<file path="config.mk">
export PLATFORM = sky130hd
export DESIGN_NAME = jump_target_unit
export DESIGN_NICKNAME = d
export VERILOG_FILES = /design/src/rtl/jump_target_unit.sv
export SDC_FILE = /design/constraint.sdc
export NUM_CORES = 1
export LEC_CHECK = 0
export CAP_MARGIN = 20
export CELL_PAD_IN_SITES_DETAIL_PLACEMENT = 1
export CELL_PAD_IN_SITES_GLOBAL_PLACEMENT = 2
export CORE_MARGIN = 1.5
export CORE_UTILIZATION = 40
export DETAILED_ROUTE_END_ITERATION = 6
export PLACE_DENSITY = 0.86
export SLEW_MARGIN = 20
export SYNTH_ARGS = -nofsm -noshare
export SYNTH_HDL_FRONTEND = slang
export SYNTH_SLANG_ARGS = --single-unit
</file>
<file path="constraint.sdc">
create_clock -name clk -period 10.4 [get_ports clk]
set_input_delay 2.08 -clock clk [delete_from_list [all_inputs] [get_ports clk]]
set_output_delay 2.08 -clock clk [all_outputs]
set_load 0.01 [all_outputs]
</file>
<file path="src/rtl/jump_target_unit.sv">
// Jump/branch/JR target generator with a registered result, a
// start/valid handshake and a return-address stack for JR $ra checks.
module jump_target_unit #(
  parameter int WIDTH     = 32,
  parameter int REGW      = 5,
  parameter int IMMW      = 16,
  parameter int SHIFT     = 2,
  parameter int RAS_DEPTH = 4
) (
  input  logic                           clk,
  input  logic                           reset,
  input  logic                           start,
  input  logic [1:0]                     mode,
  input  logic [WIDTH-1:0]               pc_in,
  input  logic [REGW-1:0]                rs,
  input  logic [REGW-1:0]                rt,
  input  logic [IMMW-1:0]                imm,
  input  logic [WIDTH-1:0]               rs_value,
  input  logic                           flush,
  output logic [WIDTH-1:0]               target_out,
  output logic                           target_valid,
  output logic                           busy,
  output logic                           misaligned,
  output logic                           ras_empty,
  output logic                           ras_mismatch,
  output logic [$clog2(RAS_DEPTH+1)-1:0] ras_count
);

  localparam int FW = 2*REGW + IMMW;
  localparam int CW = $clog2(RAS_DEPTH+1);
  localparam int PW = $clog2(RAS_DEPTH);
  localparam logic [WIDTH-1:0] HI_MASK = {WIDTH{1'b1}} << (FW + SHIFT);

  localparam logic [1:0] S_IDLE = 2'b00;
  localparam logic [1:0] S_CALC = 2'b01;
  localparam logic [1:0] S_DONE = 2'b10;

  localparam logic [1:0] M_J   = 2'b00;
  localparam logic [1:0] M_BR  = 2'b01;
  localparam logic [1:0] M_JR  = 2'b10;
  localparam logic [1:0] M_JAL = 2'b11;

  logic [1:0]       state_q, state_d;
  logic [1:0]       mode_q, mode_d;
  logic [WIDTH-1:0] pc_q, pc_d;
  logic [REGW-1:0]  rs_q, rs_d;
  logic [REGW-1:0]  rt_q, rt_d;
  logic [IMMW-1:0]  imm_q, imm_d;
  logic [WIDTH-1:0] rsv_q, rsv_d;
  logic [WIDTH-1:0] target_q, target_d;
  logic             valid_q, valid_d;
  logic             busy_q, busy_d;
  logic             mis_q, mis_d;
  logic             empty_q, empty_d;
  logic             mm_q, mm_d;
  logic [CW-1:0]    cnt_q, cnt_d;
  logic [PW-1:0]    ptr_q, ptr_d;

  logic [WIDTH-1:0] ras_mem [RAS_DEPTH];
  logic             ras_we;
  logic [CW-1:0]    cnt_base;
  logic [PW-1:0]    ptr_inc, ptr_dec;
  logic [WIDTH-1:0] j_tgt, br_tgt;
  logic             is_ra;

  assign j_tgt  = (pc_q & HI_MASK) | (WIDTH'({rs_q, rt_q, imm_q}) << SHIFT);
  assign br_tgt = pc_q + ({{(WIDTH-IMMW){imm_q[IMMW-1]}}, imm_q} << SHIFT);
  assign is_ra  = (rs_q == {REGW{1'b1}});

  assign ptr_inc = (ptr_q == PW'(RAS_DEPTH-1)) ? '0 : ptr_q + PW'(1);
  assign ptr_dec = (ptr_q == '0) ? PW'(RAS_DEPTH-1) : ptr_q - PW'(1);

  // flush clears occupancy before any same-cycle push or pop
  assign cnt_base = flush ? '0 : cnt_q;

  // FSM, target selection and return-address stack bookkeeping
  always_comb begin
    state_d  = state_q;
    mode_d   = mode_q;
    pc_d     = pc_q;
    rs_d     = rs_q;
    rt_d     = rt_q;
    imm_d    = imm_q;
    rsv_d    = rsv_q;
    target_d = target_q;
    valid_d  = 1'b0;
    busy_d   = busy_q;
    mis_d    = mis_q;
    empty_d  = empty_q;
    mm_d     = mm_q;
    cnt_d    = cnt_base;
    ptr_d    = ptr_q;
    ras_we   = 1'b0;
    unique case (1'b1)
      (state_q == S_IDLE): begin
        busy_d  = 1'b0;
        mis_d   = 1'b0;
        empty_d = 1'b0;
        mm_d    = 1'b0;
        if (start) begin
          mode_d  = mode;
          pc_d    = pc_in;
          rs_d    = rs;
          rt_d    = rt;
          imm_d   = imm;
          rsv_d   = rs_value;
          busy_d  = 1'b1;
          state_d = S_CALC;
        end
      end
      (state_q == S_CALC): begin
        valid_d = 1'b1;
        busy_d  = 1'b1;
        state_d = S_DONE;
        unique case (1'b1)
          (mode_q == M_J): target_d = j_tgt;
          (mode_q == M_BR): target_d = br_tgt;
          (mode_q == M_JAL): begin
            target_d = j_tgt;
            ras_we   = 1'b1;
            ptr_d    = ptr_inc;
            if (cnt_base != CW'(RAS_DEPTH))
              cnt_d = cnt_base + CW'(1);
          end
          (mode_q == M_JR): begin
            target_d = rsv_q;
            mis_d    = |rsv_q[SHIFT-1:0];
            if (is_ra) begin
              if (cnt_base == '0) begin
                empty_d = 1'b1;
              end else begin
                ptr_d = ptr_dec;
                cnt_d = cnt_base - CW'(1);
                mm_d  = (ras_mem[ptr_dec] != rsv_q);
              end
            end
          end
          default: ;
        endcase
      end
      (state_q == S_DONE): begin
        busy_d  = 1'b0;
        mis_d   = 1'b0;
        empty_d = 1'b0;
        mm_d    = 1'b0;
        state_d = S_IDLE;
      end
      default: state_d = S_IDLE;
    endcase
  end

  // state and output registers
  always_ff @(posedge clk or posedge reset) begin
    if (reset) begin
      state_q  <= S_IDLE;
      mode_q   <= '0;
      pc_q     <= '0;
      rs_q     <= '0;
      rt_q     <= '0;
      imm_q    <= '0;
      rsv_q    <= '0;
      target_q <= '0;
      valid_q  <= 1'b0;
      busy_q   <= 1'b0;
      mis_q    <= 1'b0;
      empty_q  <= 1'b0;
      mm_q     <= 1'b0;
      cnt_q    <= '0;
      ptr_q    <= '0;
    end else begin
      state_q  <= state_d;
      mode_q   <= mode_d;
      pc_q     <= pc_d;
      rs_q     <= rs_d;
      rt_q     <= rt_d;
      imm_q    <= imm_d;
      rsv_q    <= rsv_d;
      target_q <= target_d;
      valid_q  <= valid_d;
      busy_q   <= busy_d;
      mis_q    <= mis_d;
      empty_q  <= empty_d;
      mm_q     <= mm_d;
      cnt_q    <= cnt_d;
      ptr_q    <= ptr_d;
    end
  end

  // stack storage; contents need no reset since occupancy gates reads
  always_ff @(posedge clk) begin
    if (ras_we)
      ras_mem[ptr_q] <= pc_q;
  end

  assign target_out   = target_q;
  assign target_valid = valid_q;
  assign busy         = busy_q;
  assign misaligned   = mis_q;
  assign ras_empty    = empty_q;
  assign ras_mismatch = mm_q;
  assign ras_count    = cnt_q;

endmodule
</file>
==> results.txt, run 1 <==
Slew Viols, Final: 0
Worst setup margin: 6.55 ns
Number of flops mapped to enable cells by yosys: 128
Area taken by multi-input logic gates: 4890 um^2
CTS tree: built
Slowest stage delay, CP: 0.64 ns
Sequential share of power: 33.6%
Distinct cells, synth: 58
Measured slew at the worst slew-check pin: 1.06 ns
Synth Area in Adders: 4.69%
Clk_lat worst skew: 0.54 ns
Post-cts resize count: 0
Placer Congestion: 0.810
Gr ovfl total: 0
Post-Syn Area: 12400 um^2
Maximum vdd drop: 167 uV
Wire per inst: 22.7 um
Critical Path Slowest Stage Cell: buf_4
Initial antenna violation count: 0
Drt pass-1 iters: 5
Synth Area in Compound Gates: 10.1%
WS Path Type: in -> reg
Synthesis-to-layout area growth: 21.3%
RSZ-0062 raised after global routing: false
Commonest cells after routing, fill and taps aside: 136 x dfrtp_1, 135 x clkdlybuf4s50_1, 128 x edfxtp_1
Die area: 32100 um^2
IO Port Bufs: 135
Synth Area in Simple Gates: 5.93%
Seq/Total Area, Yosys: 58.3%
Period utilization: 37.0%
Xor/xnor share of the synthesized area: 3.66%
CTS buffer count: 29
CP Cell Sequence: clkdlybuf4s50_1, nand2_4, buf_4, mux2_2
Worst Path Max Fanout: 49
Syn_nets: 1050
Setup tns final: 0 ns
First-pass GRT wire length: 50500 um
Combinational fraction of design power: 48.1%
Hold Buf Count CTS: 0
Nature of the critical path endpoint: register
Max-slew headroom: 29.2%
Buffers & Inverters on Critical Path: 2
Static Leak: 5.83 nW
Largest net degree at the start of global routing: 78
Fmax: 260 MHz
Internal Power: 3.27 mW
Core area: 30600 um^2
Dpl hpwl: 21800 um
Fin. Hold Viols: 0
Critical Path Start Type: input pin
DRC: 0
Worst EP required: 10.82 ns
Vias per inst: 5.60
Nets@finish: 1177
Clk network pwr share: 18.3%
Cell area after placement: 14200 um^2
Antenna Nets Post-Route: 0
Initial Util: 40.6%
FFs w/ async S/R, synth: 51.5%
CP arrival: 4.27 ns
Post-CTS Repair Setup Buffers: 0
PD cells: 363 nW/um^2
Status: finished, final reports clean
Maxcap violations: 0
Fin area: 15100 um^2
FILL cells: 3072
Chip height: 179 um
Largest family of logic cells by synthesized area: multiplexers
Share of layout cells above drive strength 1: 18.4%
Final setup fails: 0
Vias in the first global route: 8698
P_sw: 2.20 mW
Rows: 64
Cell family with most CP delay: buffers and inverters
Die width: 179 um
Sequential Area: 7250 um^2
Sw Ratio: 40.3%
IO Pins: 136
Non-Filler Instances: 1453
Reg clk slew, reported paths: 0.06 ns
Register bit total from synthesis: 264
Commonest non-fill, non-tap cell in the layout: dfrtp_1
Drt initial violations: 504
CTS Buffer Depth: 3
Total global-route track usage: 20.9%
Root Buffer: clkbuf_16
Avg Inst Size Synth: 13.7 um^2
Via count: 8140
Diode count: 0
Fin crit period: 3.85 ns
DP Cell Count: 1400
CTS Sinks: 264
Ys Warns: 0
Cells after synthesis: 908
Hold Path Class: reg -> reg
Pre-CTS setup slack: 5.99 ns
Mux share of post-synthesis cell area: 14.7%
Overall routed net length: 32900 um
H-tree depth: 1
Clk_skew: 0.00799 ns
Post-synth top flop: dfrtp_1
==> through the flow <==
stage	hold WS, ns	power [mW]	util [%]
2_1_floorplan	0.478	3.59	-
5_1_grt	0.522	5.81	49.3
6_report	0.498	5.47	49.3
3_5_place_dp	0.487	4.47	46.3
4_1_cts	0.500	5.50	49.3
3_3_place_gp	0.476	4.38	46.3
==> final timing paths <==
check	startpoint	end	slack (ns)	depth (start not counted)
max	start	rsv_q[7]	6.55	4
max in group asynchronous	reset	pc_q[28]	7.01	3
min in group asynchronous	reset	imm_q[4]	2.00	2
min reg2reg	busy	busy	0.50	2
max reg2reg	ptr_q[0]	ras_mismatch	6.57	12
min	busy	busy	0.50	2
==> power by group through the flow <==
stage | clock (mW) | combinational, mW | sequential, mW
after floorplan | 0 | 1.86 | 1.72
after global placement | 0 | 2.56 | 1.82
after detailed placement | 0 | 2.62 | 1.85
after CTS | 1.02 | 2.65 | 1.84
after global routing | 1.05 | 2.88 | 1.88
final | 1.00 | 2.63 | 1.84
==> synth_stat cells (6+ instances only) <==
cell	number	area, um^2
dfrtp_1	136	3400
edfxtp_1	128	3840
mux2_2	95	1070
nor2_1	47	176
ha_1	45	563
nand2_1	44	165
a21oi_1	42	210
clkbuf_1	39	146
xor2_1	36	315
o21ai_0	34	170
mux4_2	32	721
a22oi_1	25	188
inv_1	25	93.8
a21o_1	21	158
a31oi_1	20	125
xnor2_1	16	140
nand4_1	10	62.6
and3_1	8	50.1
nor3_1	8	40.0
nor4_1	8	50.1
nand2b_1	7	43.8
a222oi_1	6	60.1
o21a_1	6	45.0
==> registers in the layout, indices dropped and copies added (netlist names) <==
name          flops
ras_mem         128
pc_q             32
rsv_q            32
target_out       32
imm_q            16
rs_q              5
rt_q              5
ras_count         3
mode_q            2
ptr_q             2
state_q           2
busy              1
misaligned        1
ras_empty         1
ras_mismatch      1
target_valid      1
==> worst min-delay path, stage by stage (launching register included) <==
cell and delay (ns):
dfrtp_1 0.35, nand2_1 0.05, o21ai_0 0.06
==> metal layers <==
layer / up-vias / share of wire [%] / GRT usage, %
met2: 196 / 51 / 36.6
met5: - / 0 / 0
li1: 3661 / - / -
met4: 0 / 2.0 / 4.89
met1: 4242 / 43 / 27.8
met3: 41 / 4.0 / 2.40
==> layout make-up <==
| class | instances | share of cell area, % |
|---|---|---|
| clock buffer | 43 | 5.43 |
| clock inverter | 10 | 0.689 |
| inverter | 25 | 0.655 |
| multi-input combinational | 570 | 32.4 |
| sequential | 264 | 48.0 |
| tap | 396 | 3.28 |
| timing repair buffer | 145 | 9.46 |
==> logic make-up after synthesis <==
| family | after synthesis |
|---|---|
| and+or+nand+nor | 153 |
| buffers and inverters | 74 |
| AOI/OAI and AO/OA | 188 |
| DFF | 264 |
| xor gates and xnor gates | 52 |
| adders and majority gates | 46 |
| muxes | 131 |
(Power assumes the default switching activity.)
==> inputs of run 2 (changes only) <==
- CORE_UTILIZATION: 40 -> 36
- PLACE_DENSITY: 0.86 -> 0.82
- clock period: 10.4 -> 3.15 ns (I/O delays scaled with it)
==> run 2 against run 1 <==
  * Flip-flop and latch count stayed put
  * Sequential power rose to 3.3 times the previous value
  * Total power rose to 3.5 times the previous value
  * Setup slack worse by 6.4 ns
  * Largest cell class unchanged
==> results.txt, run 2 (synthesized netlist as in run 1, its figures left out) <==
Reg clk slew, reported paths: 0.06 ns (about the same)
Critical Path Start Type: register (was input pin)
Wire per inst: 22.3 um (was 22.7 um)
Slowest stage delay, CP: 0.43 ns (was 0.64 ns)
Fin area: 15600 um^2 (was 15100 um^2)
Clk_lat worst skew: 0.55 ns (was 0.54 ns)
Initial antenna violation count: 0 (unchanged)
Cell family with most CP delay: compound AO/OA/AOI/OAI gates (was buffers and inverters)
Measured slew at the worst slew-check pin: 0.802 ns (was 1.06 ns)
Share of layout cells above drive strength 1: 22.1% (was 18.4%)
First-pass GRT wire length: 52400 um (was 50500 um)
Period utilization: 95.2%
H-tree depth: 1 (unchanged)
Drt pass-1 iters: 4 (was 5)
Maxcap violations: 0 (unchanged)
Fin crit period: 3.00 ns
Antenna Nets Post-Route: 0 (unchanged)
Chip height: 189 um (was 179 um)
Status: finished, final reports clean (unchanged)
GR Util met1: 24.8% (was 27.8%)
Fin util: 46.3% (was 49.3%)
Overall routed net length: 34400 um (was 32900 um)
Maximum vdd drop: 512 uV (was 167 uV)
GRT met3 Usage: 3.05% (was 2.40%)
Fin. Hold Viols: 0 (unchanged)
Dpl hpwl: 23700 um (was 21800 um)
Crit path from: pc_q[2] (was start)
Worst EP required: 3.59 ns (was 10.82 ns)
Core area: 33800 um^2 (was 30600 um^2)
Commonest non-fill, non-tap cell in the layout: dfrtp_1 (unchanged)
Initial Util: 36.8% (was 40.6%)
Worst R2R End: target_out[28] (was ras_mismatch)
Max-slew headroom: 46.6% (was 29.2%)
CP Cell Sequence: ha_1, inv_1, fa_1, nor2b_4, o31ai_4, a31oi_2, o41ai_4, o21a_2, o21ai_1, a221oi_2, nor4b_1, a211o_1 (was clkdlybuf4s50_1, nand2_4, buf_4, mux2_2)
CTS Buffer Depth: 3 (unchanged)
Final setup fails: 0 (unchanged)
CTS buffer count: 29 (unchanged)
Nature of the critical path endpoint: register (unchanged)
Root Buffer: clkbuf_16 (unchanged)
IO Port Bufs: 135 (unchanged)
Vias per inst: 5.36 (was 5.60)
CP arrival: 3.44 ns (was 4.27 ns)
Hold Path Depth: 2 (unchanged)
Nets@finish: 1215 (was 1177)
Synthesis-to-layout area growth: 25.8% (was 21.3%)
Die width: 189 um (was 179 um)
Worst Hold End: busy (unchanged)
Via count: 8271 (was 8140)
Hold Path Class: reg -> reg (unchanged)
GRT met2 Usage: 33.6% (was 36.6%)
Reg2reg path depth: 12 (unchanged)
Worst R2R Setup Slack: 0.15 ns (was 6.57 ns)
Max FFs per register: 128 (unchanged)
Commonest cells after routing, fill and taps aside: 136 x dfrtp_1, 135 x clkdlybuf4s50_1, 128 x edfxtp_1 (unchanged)
Diode count: 0 (unchanged)
Vias in the first global route: 8930 (was 8698)
CTS Sinks: 264 (unchanged)
Drt initial violations: 414 (was 504)
Static Leak: 6.10 nW (was 5.83 nW)
Clk_skew: 0.00967 ns (was 0.00799 ns)
WS Path Type: reg -> reg (was in -> reg)
Die area: 35700 um^2 (was 32100 um^2)
CTS tree: built (unchanged)
Placer Congestion: 0.834 (was 0.810)
Fmax: 333 MHz
PD cells: 1210 nW/um^2 (was 363 nW/um^2)
Buffers & Inverters on Critical Path: 1 (was 2)
Gr ovfl total: 0 (unchanged)
Worst Path Max Fanout: 6 (was 49)
Cell area after placement: 14500 um^2 (was 14200 um^2)
IO Pins: 136 (unchanged)
Slew Viols, Final: 0 (unchanged)
RSZ-0062 raised after global routing: true (was false)
DRC: 0 (unchanged)
Rows: 67 (was 64)
GR peak layer: met2 (unchanged)
Origin of the critical flop-to-flop path: pc_q[2] (was ptr_q[0])
Total global-route track usage: 19.2% (was 20.9%)
Critical Path Slowest Stage Cell: dfrtp_1 (was buf_4)
Largest net degree at the start of global routing: 137 (was 78)
Hold path startpoint: busy (unchanged)
Top reg by flops: ras_mem (unchanged)
==> run 2: cell types whose count changed in the layout (fill, tap and decap cells not counted), moves of 3 or more <==
cell	previous run	this run
buf_12	0	6
nor4_1	8	5
buf_4	10	41
nor4_2	0	3
clkbuf_1	10	5
clkbuf_16	29	32
==> run 2: metal layers <==
layer,vias up,share of wire (%)
met4,0,2.4
met1,4277,43
met3,55,4.5
met2,182,50
li1,3757,-
met5,-,0
==> run 2: cell type report <==
| type | instances | area, um^2 |
|---|---|---|
| clock buffer | 41 | 863 |
| multi-input combinational | 570 | 4930 |
| clock inverter | 13 | 133 |
| timing repair buffer | 183 | 1800 |
| sequential | 264 | 7250 |
| tap | 448 | 561 |
| fill | 3420 | 18100 |
| inverter | 25 | 97.6 |
==> run 2: power breakdown <==
part	leakage, nW	switching (mW)	internal (mW)
clock	0.491	1.40	2.08
combinational	2.85	5.03	4.44
sequential	2.76	1.13	4.88
==> run 2: what timing repair did <==
action                                  in CTS  in global routing
endpoints found under the setup margin       0                  9
buffers inserted                             0                 10
hold buffers                                 0                  0
gates resized for setup                      0                  9
==> run 2: per-stage QoR <==
stage	power [mW]	hold WS (ns)	worst slack (ns)	TNS, ns	cells
after floorplan	11.8	0.478	0.470	0	908
after global placement	15.0	0.494	0.163	0	1479
after detailed placement	15.2	0.504	0.0698	0	1479
after CTS	18.8	0.518	0.0139	0	1533
after global routing	20.2	0.539	-0.0552	-0.0552	1544
final	19.0	0.504	0.150	0	1544
==> run 2: worst max path at each step <==
stage	endpoint	cells after the start
2_1_floorplan	target_out[28]	12
3_3_place_gp	target_out[28]	12
3_5_place_dp	target_out[28]	12
4_1_cts	ras_mismatch	13
5_1_grt	target_out[28]	12
6_report	target_out[28]	12
==> run 2: worst register-to-register path: stages (launching register included) <==
cell,delay (ns)
dfrtp_1,0.43
ha_1,0.26
inv_1,0.07
fa_1,0.25
nor2b_4,0.07
o31ai_4,0.20
a31oi_2,0.17
o41ai_4,0.37
o21a_2,0.27
o21ai_1,0.13
a221oi_2,0.30
nor4b_1,0.10
a211o_1,0.27
